**src/rtl/seg7_scan_display_if.sv**
```systemverilog
// Load-side bus of seg7_scan_display: value/mode/blanking strobe, live dp enables, busy.
interface seg7_scan_display_if #(
  parameter int DIGITS = 4
);
  logic                  load;
  logic [4*DIGITS-1:0]   din;
  logic                  mode;
  logic                  blank_lz;
  logic [DIGITS-1:0]     dp;
  logic                  busy;

  modport master (output load, din, mode, blank_lz, dp, input busy);
  modport slave  (input load, din, mode, blank_lz, dp, output busy);
endinterface

```
**src/rtl/seg7_scan_display.sv**
```systemverilog
// Multiplexed DIGITS-wide 7-segment driver, hex or decimal (sequential double-dabble).
// Optional SEG7_GHOST_BLANK_EN: select lines held inactive for the first 4 cycles of each slot.
module seg7_scan_display #(
  parameter int DIGITS         = 4,
  parameter int CLK_HZ         = 50000000,
  parameter int SLOT_HZ        = 1000,
  parameter int SEG_ACTIVE_LOW = 1,
  parameter int SEL_ACTIVE_LOW = 1
) (
  input  logic               sysclk,
  input  logic               reset,
  seg7_scan_display_if.slave bus,
  output logic [7:0]         SEG,
  output logic [DIGITS-1:0]  SEG_S
);
  localparam int DIN_W    = 4 * DIGITS;
  localparam int BCD_W    = 4 * (DIGITS + 1);
  localparam int SLOT_CYC = CLK_HZ / SLOT_HZ;
  localparam int PW       = $clog2(SLOT_CYC);
  localparam int IW       = (DIGITS > 1) ? $clog2(DIGITS) : 1;
  localparam int CW       = $clog2(DIN_W);
  localparam logic [7:0]        SEG_OFF = (SEG_ACTIVE_LOW != 0) ? 8'hFF : 8'h00;
  localparam logic [DIGITS-1:0] SEL_OFF = (SEL_ACTIVE_LOW != 0) ? {DIGITS{1'b1}} : {DIGITS{1'b0}};

  logic [PW-1:0]     presc_q, presc_d;
  logic [IW-1:0]     idx_q, idx_d;
  logic              busy_q, busy_d;
  logic [CW-1:0]     step_q, step_d;
  logic [DIN_W-1:0]  bin_q, bin_d;
  logic [BCD_W-1:0]  bcd_q, bcd_d;
  logic [DIN_W-1:0]  disp_q, disp_d;
  logic              ovf_q, ovf_d;
  logic              blank_q, blank_d;
  logic              blank_pend_q, blank_pend_d;
  logic [7:0]        seg_q, seg_d;
  logic [DIGITS-1:0] sel_q, sel_d;

  logic [BCD_W-1:0]  bcd_adj;
  logic [BCD_W-1:0]  bcd_shift;
  logic [DIGITS-1:0] lead_zero;
  logic [3:0]        nib;
  logic [6:0]        pat;
  logic [7:0]        lit;
  logic [7:0]        seg_drive;
  logic [DIGITS-1:0] onehot;
  logic [DIGITS-1:0] sel_drive;

  function automatic logic [6:0] font7(input logic [3:0] v);
    case (v)
      4'h0:    return 7'h3F;
      4'h1:    return 7'h06;
      4'h2:    return 7'h5B;
      4'h3:    return 7'h4F;
      4'h4:    return 7'h66;
      4'h5:    return 7'h6D;
      4'h6:    return 7'h7D;
      4'h7:    return 7'h07;
      4'h8:    return 7'h7F;
      4'h9:    return 7'h6F;
      4'hA:    return 7'h77;
      4'hB:    return 7'h7C;
      4'hC:    return 7'h39;
      4'hD:    return 7'h5E;
      4'hE:    return 7'h79;
      default: return 7'h71;
    endcase
  endfunction

  // Double-dabble: add 3 to every BCD digit >= 5 before the shift.
  for (genvar gi = 0; gi < DIGITS + 1; gi++) begin : g_adj
    assign bcd_adj[4*gi +: 4] = (bcd_q[4*gi +: 4] >= 4'd5) ? bcd_q[4*gi +: 4] + 4'd3
                                                            : bcd_q[4*gi +: 4];
  end
  assign bcd_shift = (bcd_adj << 1) | {{(BCD_W-1){1'b0}}, bin_q[DIN_W-1]};

  // lead_zero[i]: digit i and every digit above it are zero.
  always_comb begin
    logic run;
    run       = 1'b1;
    lead_zero = '0;
    for (int i = DIGITS - 1; i >= 0; i--) begin
      run          = run & (disp_q[4*i +: 4] == 4'd0);
      lead_zero[i] = run;
    end
  end

  always_comb begin
    nib = disp_q[{idx_q, 2'b00} +: 4];
    if (ovf_q)
      pat = 7'h40;
    else if (blank_q && lead_zero[idx_q] && (idx_q != '0))
      pat = 7'h00;
    else
      pat = font7(nib);
    lit       = {bus.dp[idx_q], pat};
    seg_drive = (SEG_ACTIVE_LOW != 0) ? ~lit : lit;
    onehot         = '0;
    onehot[idx_q]  = 1'b1;
    sel_drive = (SEL_ACTIVE_LOW != 0) ? ~onehot : onehot;
  end

  always_comb begin
    presc_d      = presc_q;
    idx_d        = idx_q;
    busy_d       = busy_q;
    step_d       = step_q;
    bin_d        = bin_q;
    bcd_d        = bcd_q;
    disp_d       = disp_q;
    ovf_d        = ovf_q;
    blank_d      = blank_q;
    blank_pend_d = blank_pend_q;
    seg_d        = seg_q;
    sel_d        = sel_q;

    if (presc_q == PW'(SLOT_CYC - 1)) begin
      presc_d = '0;
      idx_d   = (idx_q == IW'(DIGITS - 1)) ? '0 : idx_q + 1'b1;
    end else begin
      presc_d = presc_q + 1'b1;
    end

    // Outputs only move at slot start so display/dp changes never glitch mid-slot.
`ifdef SEG7_GHOST_BLANK_EN
    if (presc_q == '0) begin
      seg_d = seg_drive;
      sel_d = SEL_OFF;
    end else if (presc_q == PW'(4)) begin
      sel_d = sel_drive;
    end
`else
    if (presc_q == '0) begin
      seg_d = seg_drive;
      sel_d = sel_drive;
    end
`endif

    if (busy_q) begin
      bin_d  = bin_q << 1;
      bcd_d  = bcd_shift;
      step_d = step_q + 1'b1;
      if (step_q == CW'(DIN_W - 1)) begin
        busy_d  = 1'b0;
        disp_d  = bcd_shift[DIN_W-1:0];
        ovf_d   = (bcd_shift[BCD_W-1 -: 4] != 4'd0);
        blank_d = blank_pend_q;
      end
    end else if (bus.load) begin
      if (bus.mode) begin
        busy_d       = 1'b1;
        bin_d        = bus.din;
        bcd_d        = '0;
        step_d       = '0;
        blank_pend_d = bus.blank_lz;
      end else begin
        disp_d  = bus.din;
        ovf_d   = 1'b0;
        blank_d = bus.blank_lz;
      end
    end
  end

  always_ff @(posedge sysclk or negedge reset) begin
    if (!reset) begin
      presc_q      <= '0;
      idx_q        <= '0;
      busy_q       <= 1'b0;
      step_q       <= '0;
      bin_q        <= '0;
      bcd_q        <= '0;
      disp_q       <= '0;
      ovf_q        <= 1'b0;
      blank_q      <= 1'b0;
      blank_pend_q <= 1'b0;
      seg_q        <= SEG_OFF;
      sel_q        <= SEL_OFF;
    end else begin
      presc_q      <= presc_d;
      idx_q        <= idx_d;
      busy_q       <= busy_d;
      step_q       <= step_d;
      bin_q        <= bin_d;
      bcd_q        <= bcd_d;
      disp_q       <= disp_d;
      ovf_q        <= ovf_d;
      blank_q      <= blank_d;
      blank_pend_q <= blank_pend_d;
      seg_q        <= seg_d;
      sel_q        <= sel_d;
    end
  end

  assign bus.busy = busy_q;
  assign SEG      = seg_q;
  assign SEG_S    = sel_q;
endmodule

```
**src/flat_wrapper.sv**
```systemverilog
// flat-port wrapper written by rule: the top's interface ports become plain ports
module seg7_scan_display_flat 
#(
  parameter int DIGITS         = 4,
  parameter int CLK_HZ         = 50000000,
  parameter int SLOT_HZ        = 1000,
  parameter int SEG_ACTIVE_LOW = 1,
  parameter int SEL_ACTIVE_LOW = 1
)
  (sysclk, reset, SEG, SEG_S, bus_load, bus_din, bus_mode, bus_blank_lz, bus_dp, bus_busy);
  seg7_scan_display_if #(.DIGITS(DIGITS)) bus_i ();
  input  logic sysclk;
  input  logic reset;
  output logic [7:0] SEG;
  output logic [DIGITS-1:0] SEG_S;
  input wire logic [$bits(bus_i.load)-1:0] bus_load;
  input wire logic [$bits(bus_i.din)-1:0] bus_din;
  input wire logic [$bits(bus_i.mode)-1:0] bus_mode;
  input wire logic [$bits(bus_i.blank_lz)-1:0] bus_blank_lz;
  input wire logic [$bits(bus_i.dp)-1:0] bus_dp;
  output wire logic [$bits(bus_i.busy)-1:0] bus_busy;
  assign bus_i.load = bus_load;
  assign bus_i.din = bus_din;
  assign bus_i.mode = bus_mode;
  assign bus_i.blank_lz = bus_blank_lz;
  assign bus_i.dp = bus_dp;
  assign bus_busy = bus_i.busy;
  seg7_scan_display #(.DIGITS(DIGITS), .CLK_HZ(CLK_HZ), .SLOT_HZ(SLOT_HZ), .SEG_ACTIVE_LOW(SEG_ACTIVE_LOW), .SEL_ACTIVE_LOW(SEL_ACTIVE_LOW)) u_core (.sysclk(sysclk), .reset(reset), .bus(bus_i), .SEG(SEG), .SEG_S(SEG_S));
endmodule
```
**config.mk**
```make
export PLATFORM = sky130hd
export DESIGN_NAME = seg7_scan_display_flat
export DESIGN_NICKNAME = d
export VERILOG_FILES = /design/src/rtl/seg7_scan_display_if.sv /design/src/rtl/seg7_scan_display.sv /design/src/flat_wrapper.sv
export SDC_FILE = /design/constraint.sdc
export NUM_CORES = 1
export LEC_CHECK = 0
export ABC_AREA = 1
export ABC_CLOCK_PERIOD_IN_PS = 2100
export CORE_MARGIN = 5
export CORE_UTILIZATION = 40
export DETAILED_ROUTE_END_ITERATION = 16
export PLACE_DENSITY_LB_ADDON = 0.08
export SETUP_SLACK_MARGIN = 0.05
export SYNTH_ARGS = -nofsm -noshare
export SYNTH_HDL_FRONTEND = slang
export SYNTH_SLANG_ARGS = --single-unit
```
**constraint.sdc**
```tcl
create_clock -name sysclk -period 2.1 [get_ports sysclk]
set_clock_uncertainty 0.15 [all_clocks]
set_input_delay 0.21 -clock sysclk [delete_from_list [all_inputs] [get_ports sysclk]]
set_output_delay 0.21 -clock sysclk [all_outputs]
set_load 0.05 [all_outputs]
```
==> results.sh, run 1 <==
export IMPL_clk_latency_ns=0.34
export IMPL_seq_area_frac_synth_pct=46.9
export IMPL_p_comb_share_pct=39.8
export IMPL_yosys_warnings=0
export IMPL_cp_end_kind="primary output"
export IMPL_hold_class="primary input to async pin"
export IMPL_ys_ff_latch=90
export IMPL_critical_path_max_stage_delay_ns=0.79
export IMPL_cts_sinks=90
export IMPL_p_int_mw=4.47
export IMPL_cts_max_level=3
export IMPL_crit_family="buffers and inverters"
export IMPL_hold_violations=0
export IMPL_via_count=4055
export IMPL_die_h_um=120
export IMPL_crit_slowest_cell="clkdlybuf4s50_1"
export IMPL_antenna_left=0
export IMPL_antenna_found_initial=0
export IMPL_power_leakage_nw=2.79
export IMPL_overflow=0
export IMPL_critPathLaunchType="flip-flop"
export IMPL_finalCritPeriodShare_pct=95.8
export IMPL_synthArstFlopShare_pct=100
export IMPL_numCtsBuffers=9
export IMPL_power_frac_seq_pct=36.1
export IMPL_synth_edf_count=0
export IMPL_sw_frac_of_total_pct=39.4
export IMPL_die_width_um=120
export IMPL_max_cap_viol_count=0
export IMPL_postPlaceCellArea_um2=5410
export IMPL_maxSlewHeadroom_pct=65.8
export IMPL_place_congestion=0.882
export IMPL_via_per_inst=4.98
export IMPL_fin_util_pct=48.5
export IMPL_cts_tree="yes"
export IMPL_yosysTopAreaCell="dfrtp_1"
export IMPL_drt_iter0_markers=235
export IMPL_nNetsFinal=709
export IMPL_ioPinCount=38
export IMPL_ir_drop_mv=0.608
export IMPL_area_growth_pct=19.5
export IMPL_die_area_um2=14400
export IMPL_fmax_ghz=0.497
export IMPL_drive_gt1_share_pct=7.50
export IMPL_clkPwrFrac_pct=24.1
export IMPL_clockBufferDepth=2
export IMPL_power_total_mw=7.39
export IMPL_synth_fp_nets=667
export IMPL_synth_cell_types=31
export IMPL_grt_setup_unrepaired="no"
export IMPL_grt_pass1_vias=3909
export IMPL_cp_max_fo=2
export IMPL_slew_violations=0
export IMPL_fin_setup_tns_ns=0
export IMPL_p_per_area_nw_per_um2=1280
export IMPL_rows=40
export IMPL_synth_top_area_share_pct=40.4
export IMPL_wl_mm=11.1
export IMPL_tightest_slew_ns=0.512
export IMPL_netlist_area_um2=4830
export IMPL_hpwlAfterDp_mm=8.18
export IMPL_drc=0
export IMPL_power_switching_mw=2.91
export IMPL_final_cell_mix="nand2_1 (158), nor2_1 (82), dfrtp_1 (77)"
export IMPL_synth_area_per_cell_um2=7.79
export IMPL_crit_path_cell_trace="clkdlybuf4s50_1"
export IMPL_clkTransAtPathRegs_ns=0.07
export IMPL_synth_ff_type="dfrtp_1"
export IMPL_setup_viol=0
export IMPL_grt_max_degree=35
export IMPL_num_antenna_cells=0
export IMPL_synthTopCellsByArea="dfrtp_1 (40%), nand2_1 (12%), dfstp_2 (6.5%)"
export IMPL_stdcell_area_um2=5770
export IMPL_synthCells=620
export IMPL_cts_root_buf="clkbuf_16"
export IMPL_status="complete, no violations"
export IMPL_numPortBuffers=37
export IMPL_grt_use_total_pct=16.4
export IMPL_crit_required_ns=1.74
export IMPL_crit_buf_inv=1
export IMPL_grt_pass1_wl_mm=19.1
export IMPL_routedWlPerCell_um=13.7
export IMPL_core_um2=11900
export IMPL_start_util_pct=40.6
export IMPL_criticalPathCategory="flip-flop to primary output"
export IMPL_period_needed_ns=2.01
export IMPL_crit_arrival_ns=1.65
export IMPL_drtPass1Iterations=4
export IMPL_final_common_cell="nand2_1"
## per-layer routing
| layer | GRT usage (%) | part of all wire, % | vias to the layer above |
|---|---|---|---|
| met3 | 2.69 | 3.3 | 10 |
| met2 | 25.5 | 45 | 68 |
| li1 | - | - | 2094 |
| met5 | 0 | 0 | - |
| met4 | 5.65 | 1.1 | 0 |
| met1 | 23.3 | 51 | 1883 |
## synth_stat cells, drive strengths merged, types with 11 or more instances
cell type  instances
nand2            159
nor2              83
dfrtp             78
inv               75
o21ai             53
nand3             41
a21oi             22
ha                22
a31oi             13
dfstp             12
buf               11
o211ai            11
## flip-flops by register name (all words and copies together) (netlist names), 2 cells and up
| signal | flops |
|---|---|
| u_core.bcd_q | 20 |
| u_core.bin_q | 16 |
| u_core.disp_q | 16 |
| u_core.presc_q | 16 |
| u_core.SEG | 8 |
| u_core.SEG_S | 4 |
| u_core.step_q | 4 |
| u_core.idx_q | 2 |
## power groups by stage
stage          clock [mW]  combinational, mW  sequential (mW)
5_1_grt              1.93               3.41             2.73
4_1_cts              1.85               2.99             2.66
2_1_floorplan           0               2.21             2.62
6_report             1.78               2.94             2.66
3_5_place_dp            0               2.98             2.69
3_3_place_gp            0               2.90             2.69
## kinds of logic after synthesis
logic type / share of synthesized area, %
flops: 46.9
compound gates: 12.4
xor+xnor: 1.63
simple gates: 25.6
fa+ha+maj: 5.70
buf+inv: 7.77
## metrics by stage
stage	setup slack (ns)	std cells	hold WS [ns]
2_1_floorplan	0.291	620	-0.236
3_3_place_gp	0.270	797	0.0266
3_5_place_dp	0.231	797	0.0247
4_1_cts	0.0512	814	0.201
5_1_grt	0.0505	814	0.226
6_report	0.0875	814	0.193
## final cells by class
type / count / area, µm²
Clock inverter: 4 / 73.8
Fill cell: 1199 / 6140
Inverter: 75 / 284
Clock buffer: 12 / 256
Sequential cell: 90 / 2270
Multi-Input combinational cell: 437 / 2190
Tap cell: 147 / 184
Timing Repair Buffer: 49 / 518
## path summary, 6_finish.rpt
check                                startpoint           endpoint  slack, ns  cells after the start
worst max-delay path              u_core.SEG[2]             SEG[2]       0.09                      1
worst min-delay path                      reset  u_core.presc_q[6]       0.19                      2
max in group asynchronous                 reset   u_core.bcd_q[12]       1.07                      3
worst min register to register    u_core.SEG[6]      u_core.SEG[6]       0.32                      2
worst max register to register  u_core.idx_q[0]      u_core.SEG[3]       0.23                     12
min in group sysclk               u_core.SEG[6]      u_core.SEG[6]       0.32                      2
## repair_timing
item | CTS | global route
gates resized for setup | 0 | 11
endpoints found under the setup margin | 0 | 14
hold buffers | 1 | 0
setup buffers | 0 | 0
endpoints found under the hold margin | 28 | 0
(Power assumes the default switching activity.)
==> inputs of run 2 (changes only) <==
- CTS_CLUSTER_DIAMETER: not set -> 80
- SLEW_MARGIN: not set -> 0
==> results of run 2 <==
Final layout, timing and power as in run 1 (identical DEF).
